[config.mk]
export PLATFORM = sky130hd
export DESIGN_NAME = segre_hazard_ctrl
export DESIGN_NICKNAME = d
export VERILOG_FILES = /design/src/rtl/segre_pkg.sv /design/src/rtl/segre_bypass_pick.sv /design/src/rtl/segre_hazard_ctrl.sv
export SDC_FILE = /design/constraint.sdc
export NUM_CORES = 1
export LEC_CHECK = 0
export BUFFER_PORTS_ARGS = -buffer_cell sky130_fd_sc_hd__buf_2
export CORE_MARGIN = 2
export CORE_UTILIZATION = 55
export DETAILED_ROUTE_END_ITERATION = 10
export PLACE_DENSITY = 0.77
export SYNTH_ARGS = -nofsm -noshare
export SYNTH_HDL_FRONTEND = slang
export SYNTH_SLANG_ARGS = --single-unit
[constraint.sdc]
create_clock -name clk_i -period 3.22 [get_ports clk_i]
set_clock_uncertainty 0.1 [all_clocks]
set_input_delay 0.483 -clock clk_i [delete_from_list [all_inputs] [get_ports clk_i]]
set_output_delay 0.483 -clock clk_i [all_outputs]
set_load 0.02 [all_outputs]
[src/rtl/segre_pkg.sv]
// segre_pkg: shared types for the Segre core ID-stage hazard and bypass logic
package segre_pkg;

    localparam int REG_SIZE = 5;
    localparam int M_STAGES = 5;

    typedef enum logic [2:0] {
        ID_RF,
        EXECUTE_BYPASS,
        MEMORY_BYPASS,
        WRITEBACK_BYPASS,
        M5_BYPASS
    } bypass_id_sel_e;

    typedef struct packed {
        logic                valid;
        logic [REG_SIZE-1:0] waddr;
        logic                late;
    } sb_slot_t;

    function automatic logic slot_hit(input sb_slot_t s, input logic [REG_SIZE-1:0] r);
        return s.valid && s.waddr == r;
    endfunction

endpackage

[src/rtl/segre_bypass_pick.sv]
// segre_bypass_pick: youngest-producer search for one ID source operand
module segre_bypass_pick
    import segre_pkg::*;
#(
    parameter int NUM_M_STAGES = M_STAGES
) (
    input  logic                rd_i,
    input  logic [REG_SIZE-1:0] src_i,
    input  sb_slot_t            ex_i,
    input  sb_slot_t            mem_i,
    input  sb_slot_t            wb_i,
    input  sb_slot_t            m_i [NUM_M_STAGES],
    output bypass_id_sel_e      sel_o,
    output logic                raw_o
);

    // Oldest rank first so the youngest matching producer overrides
    always_comb begin
        sel_o = ID_RF;
        raw_o = 1'b0;
        if (rd_i && src_i != '0) begin
            for (int r = NUM_M_STAGES; r >= 1; r--) begin
                if (slot_hit(m_i[r-1], src_i)) begin
                    sel_o = r == NUM_M_STAGES ? M5_BYPASS : ID_RF;
                    raw_o = r != NUM_M_STAGES;
                end
                if (r == 3 && slot_hit(wb_i, src_i)) begin
                    sel_o = WRITEBACK_BYPASS;
                    raw_o = 1'b0;
                end
                if (r == 2 && slot_hit(mem_i, src_i)) begin
                    sel_o = MEMORY_BYPASS;
                    raw_o = 1'b0;
                end
                if (r == 1 && slot_hit(ex_i, src_i)) begin
                    sel_o = ex_i.late ? ID_RF : EXECUTE_BYPASS;
                    raw_o = ex_i.late;
                end
            end
        end
    end

endmodule

[src/rtl/segre_hazard_ctrl.sv]
// segre_hazard_ctrl: ID-stage scoreboard driving operand bypass, hold and bubble
module segre_hazard_ctrl
    import segre_pkg::*;
#(
    parameter int NUM_M_STAGES = M_STAGES,
    parameter int CNT_W        = 32
) (
    input  logic                clk_i,
    input  logic                rst_i,
    input  logic                valid_id_i,
    input  logic                is_m_ext_i,
    input  logic [REG_SIZE-1:0] src_a_id_i,
    input  logic [REG_SIZE-1:0] src_b_id_i,
    input  logic                rd_a_i,
    input  logic                rd_b_i,
    input  logic                rf_we_i,
    input  logic [REG_SIZE-1:0] rf_waddr_i,
    input  logic                prod_ex_i,
    input  logic                prod_mem_i,
    input  logic                flush_i,
    output logic                block_id_o,
    output logic                inject_nops_o,
    output bypass_id_sel_e      mux_sel_a_o,
    output bypass_id_sel_e      mux_sel_b_o,
    output logic [CNT_W-1:0]    stall_cnt_o
);

    sb_slot_t ex_q, mem_q, wb_q;
    sb_slot_t m_q [NUM_M_STAGES];
    sb_slot_t id_slot;
    logic     raw_a, raw_b, waw, main_we, stall, issue;

    segre_bypass_pick #(.NUM_M_STAGES(NUM_M_STAGES)) u_pick_a (
        .rd_i(rd_a_i), .src_i(src_a_id_i), .ex_i(ex_q), .mem_i(mem_q), .wb_i(wb_q),
        .m_i(m_q), .sel_o(mux_sel_a_o), .raw_o(raw_a)
    );

    segre_bypass_pick #(.NUM_M_STAGES(NUM_M_STAGES)) u_pick_b (
        .rd_i(rd_b_i), .src_i(src_b_id_i), .ex_i(ex_q), .mem_i(mem_q), .wb_i(wb_q),
        .m_i(m_q), .sel_o(mux_sel_b_o), .raw_o(raw_b)
    );

    always_comb begin
        waw = 1'b0;
        for (int i = 0; i < NUM_M_STAGES - 1; i++)
            waw = waw | slot_hit(m_q[i], rf_waddr_i);
    end

    // A main-pipe write behind an M2 occupant would share the RF port with M5
    assign main_we       = rf_we_i && !is_m_ext_i;
    assign stall         = valid_id_i && !flush_i && (raw_a || raw_b || (main_we && (waw || m_q[1].valid)));
    assign issue         = valid_id_i && !flush_i && !stall;
    assign block_id_o    = stall;
    assign inject_nops_o = stall || flush_i;
    assign id_slot       = '{valid: rf_we_i && rf_waddr_i != '0, waddr: rf_waddr_i,
                             late: prod_mem_i && !prod_ex_i};

    always_ff @(posedge clk_i) begin
        if (rst_i) begin
            ex_q        <= '0;
            mem_q       <= '0;
            wb_q        <= '0;
            stall_cnt_o <= '0;
            for (int i = 0; i < NUM_M_STAGES; i++) m_q[i] <= '0;
        end else begin
            ex_q  <= (issue && !is_m_ext_i) ? id_slot : '0;
            mem_q <= ex_q;
            wb_q  <= mem_q;
            m_q[0] <= (issue && is_m_ext_i) ? '{valid: id_slot.valid, waddr: id_slot.waddr, late: 1'b0} : '0;
            for (int i = 1; i < NUM_M_STAGES; i++) m_q[i] <= m_q[i-1];
            if (stall && !(&stall_cnt_o)) stall_cnt_o <= stall_cnt_o + 1'b1;
        end
    end

endmodule

==> metrics.txt, run 1 <==
Setup CP Type=reg2out; post-synthesis simple-gate area fraction=0.276; Min Clock Period, post-route=3.19 ns; final setup fails=0; sequential share of power=0.527; Congestion Overflow GR=0; mux cell area share after synthesis=0.0135; fmax=313 MHz; Final Cell Area=0.00506 mm2; final hold violation count=0; die extent in x=93.1 um; layout cells sized above 1=0.223; IO Port Bufs=64; pre-CTS setup slack=0.0522 ns; total track usage=0.262; worst reg2reg setup slack=0.43 ns; Nets=581; DRC=0; HP Class=in2reg; vias=3749; pin count of the biggest net entering global routing=56; Root Buffer=clkbuf_8; clock share of power=0.389; Final Max Slew Viols=0; Routed Antenna Nets=0; core region area=0.00773 mm2; first-pass GRT wire length=17.7 mm; CP arrival=2.61 ns; Hold Crit Start=rf_we_i; Synth Area in Adders=0.00286; net switching power=490 uW; Worst slew margin=0.285; DP HPWL=7.97 mm; Pleak=0.00209 uW; WL/cell=16.7 um; initial antenna violation count=0; worst reg2reg endpoint=stall_cnt_o[5]; largest family of logic cells by synthesized area=simple AND/OR/NAND/NOR gates; Post-Synthesis Cells=486; Diodes inserted=0; setup slack after layout=0.0287 ns; Design Power=1920 uW; Die ar.=0.00867 mm2; Filler Cell Count=658; EDFF count, synth=0; area leader, netlist=dfxtp_1; Synth top area share=0.371; Placed Area=0.00479 mm2; CTS tree=yes; PD cells=380 mW/mm2; Max clock buf depth=2; Initial Utilization=0.565; Iteration-0 DRC Markers=264; outcome=finished, final reports clean; post-synthesis instance area=0.00437 mm2; Worst Setup End Kind=output pin; synth-to-layout area growth=15.8%; clock-pin slew of the registers on the worst-case setup and hold paths=0.08 ns; worst slew pin tran=1.07 ns; mean post-synth cell area=8.99 um2; total of max-cap violations=0; Tcrit/Tclk final=0.991; Pre-antenna DRT Iters=4; Req. time, crit path=2.64 ns; routability cong.=0.972; Avg Vias per Cell=5.66; Netlist cell types=51; worst vdd ir=0.244 mV; H-tree depth=3; register bit total from synthesis=81; path depth of the worst reg2reg path=10; Synth async-reset ratio=0; sequential area share after synthesis=0.371; worst-skew pair later-pin latency=0.37 ns; Internal=1430 uW; vias in the first global route=3586; net switching fraction of the power=0.255; RSZ-0062 raised after global routing=yes; Most used DFF post-synth=dfxtp_1; xor/xnor cell area share of the yosys netlist=0.192; cts bufs inserted=9; Logic pwr share=0.084; Mapped Nets=512; Post-Route WL=11.0 mm; Worst Path Max Fanout=4; post-synthesis compound-gate area fraction=0.0957; IO Count=65; startpoint types=flip-flop; chip height=93.1 um; worst hold stages=2; Reg-to-Reg Start=m_q[33]; # rows=32; clk sinks=81; Synth area leaders=dfxtp_1, xor2_1, xnor2_1; CTS Hold Bufs=0; Syn. warnings=0; Hold Path Sink=m_q[34]
==> cell families after synthesis <==
group / after synthesis
buffers and inverters: 32
and+or+nand+nor: 202
AOI/OAI and AO/OA: 69
DFF: 81
adders and majority gates: 1
muxes: 5
xor gates and xnor gates: 96
==> state kept, by name, indices dropped and copies added, names as in the netlist <==
| signal | cells |
|---|---|
| m_q | 30 |
| ex_q | 7 |
| stall_cnt_o | 32 |
| mem_q | 6 |
| wb_q | 6 |
==> synth_stat cells, drive strengths merged, types with 2 or more instances <==
master / count
nand2: 22
and3: 18
nor2b: 42
or4: 8
nor2: 15
mux2: 4
nor3: 5
o31ai: 5
clkbuf: 10
and2: 15
o311a: 2
o21ai: 24
nand3: 21
and4: 2
xnor2: 43
xor2: 53
buf: 19
o22ai: 2
a21oi: 28
nand4: 11
or3: 22
dfxtp: 81
nor4: 15
or2: 2
inv: 3
==> final cells by class <==
cell class | instances | area, um2 | share of cell area
Tap cell | 102 | 128 | 0.0252
Clock inverter | 6 | 65.1 | 0.0129
Inverter | 3 | 11.3 | 0.00223
Multi-Input combinational cell | 373 | 2570 | 0.508
Timing Repair Buffer | 87 | 527 | 0.104
Clock buffer | 10 | 128 | 0.0252
Sequential cell | 81 | 1630 | 0.322
==> how the worst max path moves through the flow <==
stage                        startpoint       endpoint  slack, ns  depth (start not counted)
final                          mem_q[5]  inject_nops_o       0.03                          9
after detailed placement  src_a_id_i[2]  inject_nops_o       0.05                         10
after CTS                       m_q[12]  inject_nops_o       0.01                          9
after floorplan           src_b_id_i[4]  inject_nops_o       0.20                          9
after global placement    rf_waddr_i[0]  inject_nops_o      0.006                         10
after global routing           mem_q[1]  inject_nops_o      -0.05                          9
==> power groups by stage <==
stage	Combinational [uW]	Sequential, uW	Clock, uW
2_1_floorplan	118	1030	0
5_1_grt	175	1010	806
3_5_place_dp	157	1040	0
6_report	162	1010	749
3_3_place_gp	155	1040	0
4_1_cts	158	1010	762
==> through the flow <==
stage | util | TNS [ns] | hold WS (ns) | instances
floorplan | - | 0 | 0.352 | 486
global placement | 0.620 | 0 | 0.373 | 642
detailed placement | 0.620 | 0 | 0.379 | 642
CTS | 0.646 | 0 | 0.259 | 658
global route | 0.655 | -0.0527 | 0.254 | 662
finish | 0.655 | 0 | 0.266 | 662
==> cells in the final DEF (no fill, tap or decap), drive strengths merged, types with 11 or more instances in the layout <==
master   n
nor2b   42
nand4   11
and3    18
o21ai   24
dfxtp   81
a21oi   28
clkbuf  11
and2    15
nor2    15
nor4    15
nand3   21
xor2    53
or3     22
nand2   22
xnor2   43
buf     86
==> worst max-delay path, cell delays in order (launching register included) <==
cell and delay [ns]:
dfxtp_2 0.34, xor2_1 0.15, nor4_1 0.29, nand3_1 0.19, nor2b_4 0.17, o31a_1 0.33
or2_4 0.27, and2_4 0.16, or2_1 0.21, buf_6 0.13
==> metal layers <==
layer	share of wire	global-route usage
met5	0	0
met1	0.45	0.348
met3	0.058	0.0524
met4	0.016	0.0821
met2	0.48	0.429
==> what timing repair did <==
action / CTS / global route
gates resized for setup: 1 / 14
setup buffers: 0 / 4
pin swaps: 0 / 7
endpoints found under the setup margin: 1 / 1
Power figures use the tool's default switching activity.
==> run 2: changes to the inputs <==
- CELL_PAD_IN_SITES_DETAIL_PLACEMENT: default -> 0
- CELL_PAD_IN_SITES_GLOBAL_PLACEMENT: default -> 1
- CORE_UTILIZATION: 55 -> 43
- PLACE_DENSITY: 0.77 -> default
- PLACE_DENSITY_LB_ADDON: default -> 0.1
==> run 2 against run 1 <==
  * Register-to-register slack gained 0.06 ns
  * Non-clock buffer count grew 11
  * Hold slack better by 0.0051 ns
  * Maximum frequency grew 1.4%
  * Routed wire length up 4.6%
  * Clock power shrank 14%
  * Worst setup slack gained 0.044 ns
  * Global-route usage down 5.1 points
  * Core utilization shrank 13 points
  * Design area up 1.5%
  * Largest cell class unchanged
==> metrics.txt, run 2 (same netlist as run 1, synthesis figures left out) <==
total track usage=0.210; Worst slew margin=0.363; worst slew pin tran=0.956 ns; clock-pin slew of the registers on the worst-case setup and hold paths=0.08 ns; Final Max Slew Viols=0; Internal=1350 uW; IO Port Bufs=64; vias=3722; chip height=105 um; CP max stage cell=or4_1; Nets=592; max reg flops=32; HP Class=in2reg; synth-to-layout area growth=17.6%; Final Util=0.523; DP HPWL=8.64 mm; CP dominant cell by count=buf_2; Worst Path Max Fanout=9; Diodes inserted=0; worst hold margin=0.271 ns; vias in the first global route=3589; WL/cell=16.4 um; Req. time, crit path=2.64 ns; net switching fraction of the power=0.260; registers with the most flip-flops=stall_cnt_o: 32 flops, m_q: 30 flops, ex_q: 7 flops; Setup CP Type=in2out; H-tree depth=3; initial antenna violation count=0; Min Clock Period, post-route=3.15 ns; Filler Cell Count=1003; Avg Vias per Cell=5.29; startpoint types=input port; final setup fails=0; Worst Setup End Kind=output pin; Pre-antenna DRT Iters=4; total of max-cap violations=0; fmax=318 MHz; CP top delay family=simple AND/OR/NAND/NOR gates; final hold violation count=0; sequential share of power=0.553; clk sinks=81; worst vdd ir=0.206 mV; clock share of power=0.353; core region area=0.00982 mm2; pin count of the biggest net entering global routing=49; Max clock buf depth=2; Iteration-0 DRC Markers=171; RSZ-0062 raised after global routing=yes; die extent in x=105 um; Die ar.=0.0110 mm2; Pleak=0.00212 uW; Routed Antenna Nets=0; outcome=finished, final reports clean; Largest Register=stall_cnt_o; net switching power=476 uW; PD cells=357 mW/mm2; worst-skew pair later-pin latency=0.36 ns; cts bufs inserted=9; most common cell after layout, fill and taps aside=dfxtp_1; # rows=36; routability cong.=0.903; CP bufs+invs=2; Critical Path Max Stage Delay=0.51 ns; first-pass GRT wire length=18.5 mm; Logic pwr share=0.094; CP cell instances=buf_2 > or4_1 > o21ai_2 > a41oi_1 > nand2_1 > o311ai_2 > or2_4 > and2_1 > or2_1 > buf_2; Root Buffer=clkbuf_8; Initial Utilization=0.445; CTS Hold Bufs=0; Post-Route WL=11.5 mm; DRC=0; layout cells sized above 1=0.232; CP arrival=2.56 ns; Post-Route Setup TNS=0 ns; Congestion Overflow GR=0; IO Count=65; CTS tree=yes; Tcrit/Tclk final=0.977; most frequent cells in the layout=dfxtp_1, buf_2, xor2_1
run 2: metal layers:
metal / vias to the layer above / wire length [um] / global-route usage / share of wire
li1: 1848 / - / - / -
met1: 1779 / 5200 / 0.263 / 0.45
met2: 76 / 5610 / 0.359 / 0.49
met3: 19 / 440 / 0.0418 / 0.038
met4: 0 / 276 / 0.0743 / 0.024
met5: - / 0 / 0 / 0
run 2: worst reg2reg max path: cells and delay by family (launching register included):
kind	cells	cell delay, ns
DFF	1	0.37
xor gates and xnor gates	1	0.11
buffers and inverters	3	0.53
and+or+nand+nor	2	0.57
AOI/OAI and AO/OA	5	0.97
run 2: power by group through the flow:
stage | combinational (uW) | sequential [uW] | clock (uW)
CTS | 172 | 1010 | 667
global route | 187 | 1010 | 707
detailed placement | 172 | 1040 | 0
floorplan | 118 | 1030 | 0
global placement | 170 | 1040 | 0
finish | 172 | 1010 | 646
run 2: stage by stage:
| stage | total power, uW | cell area, um2 | cells | setup WS [ns] |
|---|---|---|---|---|
| 6_report | 1830 | 5130 | 703 | 0.0727 |
| 5_1_grt | 1910 | 5130 | 703 | -0.0847 |
| 4_1_cts | 1850 | 5110 | 701 | 0.00443 |
| 3_5_place_dp | 1210 | 4930 | 685 | 0.0602 |
| 3_3_place_gp | 1210 | 4930 | 685 | 0.0777 |
| 2_1_floorplan | 1150 | 4370 | 486 | 0.198 |
run 2: worst paths after layout:
path,startpoint,end,slack [ns],depth (start not counted)
worst min register to register,mem_q[6],wb_q[6],0.40,1
worst max register to register,m_q[10],stall_cnt_o[7],0.49,11
worst max-delay path,src_a_id_i[3],inject_nops_o,0.07,10
worst min-delay path,prod_mem_i,ex_q[0],0.27,2
run 2: layout make-up:
cell class	instances	area (um2)	area share
Clock buffer	10	128	0.0249
Clock inverter	5	31.3	0.00609
Inverter	3	11.3	0.00219
Multi-Input combinational cell	373	2550	0.497
Sequential cell	81	1630	0.318
Tap cell	133	166	0.0324
Timing Repair Buffer	98	613	0.119
run 2: timing repair:
item,4_1_cts,5_1_grt
resized for setup,5,4
pin swaps,1,7
setup buffers,1,2
endpoints found under the setup margin,1,1
==> run 3: changes to the inputs <==
- REMOVE_ABC_BUFFERS: default -> 1
==> run 3 against run 2 <==
  * Sequential cell count did not move
  * Die area did not move
  * Sequential power barely moved
  * Core utilization fell by 0.75 points
  * Combinational power fell by 4%
  * Worst setup slack improved by 0.0042 ns
  * Largest power group unchanged
==> metrics.txt, run 3 (same netlist as run 1, synthesis figures left out) <==
outcome=finished, final reports clean; CP arrival=2.56 ns; Tcrit/Tclk final=0.976; routability cong.=0.903; worst vdd ir=0.252 mV; most common cell after layout, fill and taps aside=dfxtp_1; pre-CTS setup slack=0.0664 ns; Worst slew margin=0.399; die extent in x=105 um; startpoint types=flip-flop; synth-to-layout area growth=15.9%; Req. time, crit path=2.64 ns; Root Buffer=clkbuf_8; DRC=0; Logic pwr share=0.087; Initial Utilization=0.445; layout cells sized above 1=0.211; worst reg2reg setup slack=0.46 ns; CP cell instances=xor2_1 > nor4_1 > and3_1 > o41ai_2 > o311ai_2 > or2_4 > and2_4 > or2_1 > buf_6; H-tree depth=3; initial antenna violation count=1; CP top delay family=simple AND/OR/NAND/NOR gates; Nets=582; RSZ-0062 raised after global routing=yes; IO Count=65; clk sinks=81; Internal=1440 uW; PD cells=374 mW/mm2; chip height=105 um; Diodes inserted=0; core region area=0.00982 mm2; total track usage=0.208; Post-Route WL=11.4 mm; cts bufs inserted=9; multi-input logic area=0.00255 mm2; most frequent cells in the layout=dfxtp_1, buf_2, xor2_1; CTS tree=yes; Avg Vias per Cell=5.26; sequential share of power=0.535; clock-pin slew of the registers on the worst-case setup and hold paths=0.08 ns; net switching fraction of the power=0.237; Final Max Slew Viols=0; fmax=318 MHz; DP HPWL=8.28 mm; IO Port Bufs=64; setup slack after layout=0.0769 ns; max reg flops=32; Iteration-0 DRC Markers=120; registers with the most flip-flops=stall_cnt_o: 32 flops, m_q: 30 flops, ex_q: 7 flops; Pleak=0.00207 uW; # rows=36; Worst Path Max Fanout=4; Die ar.=0.0110 mm2; net switching power=450 uW; vias in the first global route=3549; Worst Setup End Kind=output pin; Min Clock Period, post-route=3.14 ns; Routed Antenna Nets=0; Pre-antenna DRT Iters=4; vias=3637; WL/cell=16.4 um; CTS Hold Bufs=0; worst hold margin=0.298 ns; Largest Register=stall_cnt_o; worst slew pin tran=0.901 ns; final hold violation count=0; first-pass GRT wire length=18.1 mm; Setup CP Type=reg2out; pin count of the biggest net entering global routing=57; Register Area=0.00163 mm2; HP Class=in2reg; Congestion Overflow GR=0; clock share of power=0.378; total of max-cap violations=0; final setup fails=0; Max clock buf depth=2; worst-skew pair later-pin latency=0.35 ns; CP max stage cell=dfxtp_1; CP bufs+invs=1; Critical Path Max Stage Delay=0.45 ns; Filler Cell Count=1003
[run 3: changes by cell type in the layout (fill, tap and decap cells not counted), moves of 2 or more]
cell / change
clkinv_2: -2
buf_12: -2
dfxtp_2: -3
buf_4: -8
dfxtp_1: +4
[run 3: path summary, 6_finish.rpt]
path / startpoint / to / cells past startpoint
max: m_q[18] / inject_nops_o / 9
min: prod_mem_i / ex_q[0] / 2
max reg2reg: m_q[33] / stall_cnt_o[7] / 11
min reg2reg: mem_q[6] / wb_q[6] / 1
[run 3: final cells by class]
class,instances,share of cell area
repair buffers,88,0.103
inverters,3,0.00222
multi-input cells,373,0.505
flip-flops and latches,81,0.321
clock buffers,11,0.0279
well taps,133,0.0329
clock inverters,3,0.00841
[run 3: per-stage QoR]
step | utilization | TNS [ns] | cells | total power [uW] | area (um2)
4_1_cts | 0.510 | 0 | 687 | 1920 | 5010
5_1_grt | 0.515 | -0.0631 | 692 | 1970 | 5060
3_5_place_dp | 0.491 | 0 | 673 | 1200 | 4820
3_3_place_gp | 0.491 | 0 | 673 | 1200 | 4820
2_1_floorplan | - | 0 | 457 | 1110 | 4170
6_report | 0.515 | 0 | 692 | 1890 | 5060
[run 3: what timing repair did]
action                                  in CTS  in global routing
endpoints found under the setup margin       1                  1
setup buffers                                0                  5
pin swaps                                    0                  4
resized for setup                            1                  6
[run 3: metal layers]
metal	track usage	routed length, um	up-vias
met5	0	0	-
met4	0.0610	74	0
met3	0.0493	643	5
met2	0.359	5590	91
met1	0.257	5050	1721
li1	-	-	1820
[run 3: power groups by stage]
stage / logic [uW] / registers, uW / clock network [uW]
finish: 165 / 1010 / 716
CTS: 164 / 1010 / 737
global route: 181 / 1010 / 773
global placement: 160 / 1040 / 0
detailed placement: 163 / 1040 / 0
floorplan: 73.7 / 1030 / 0
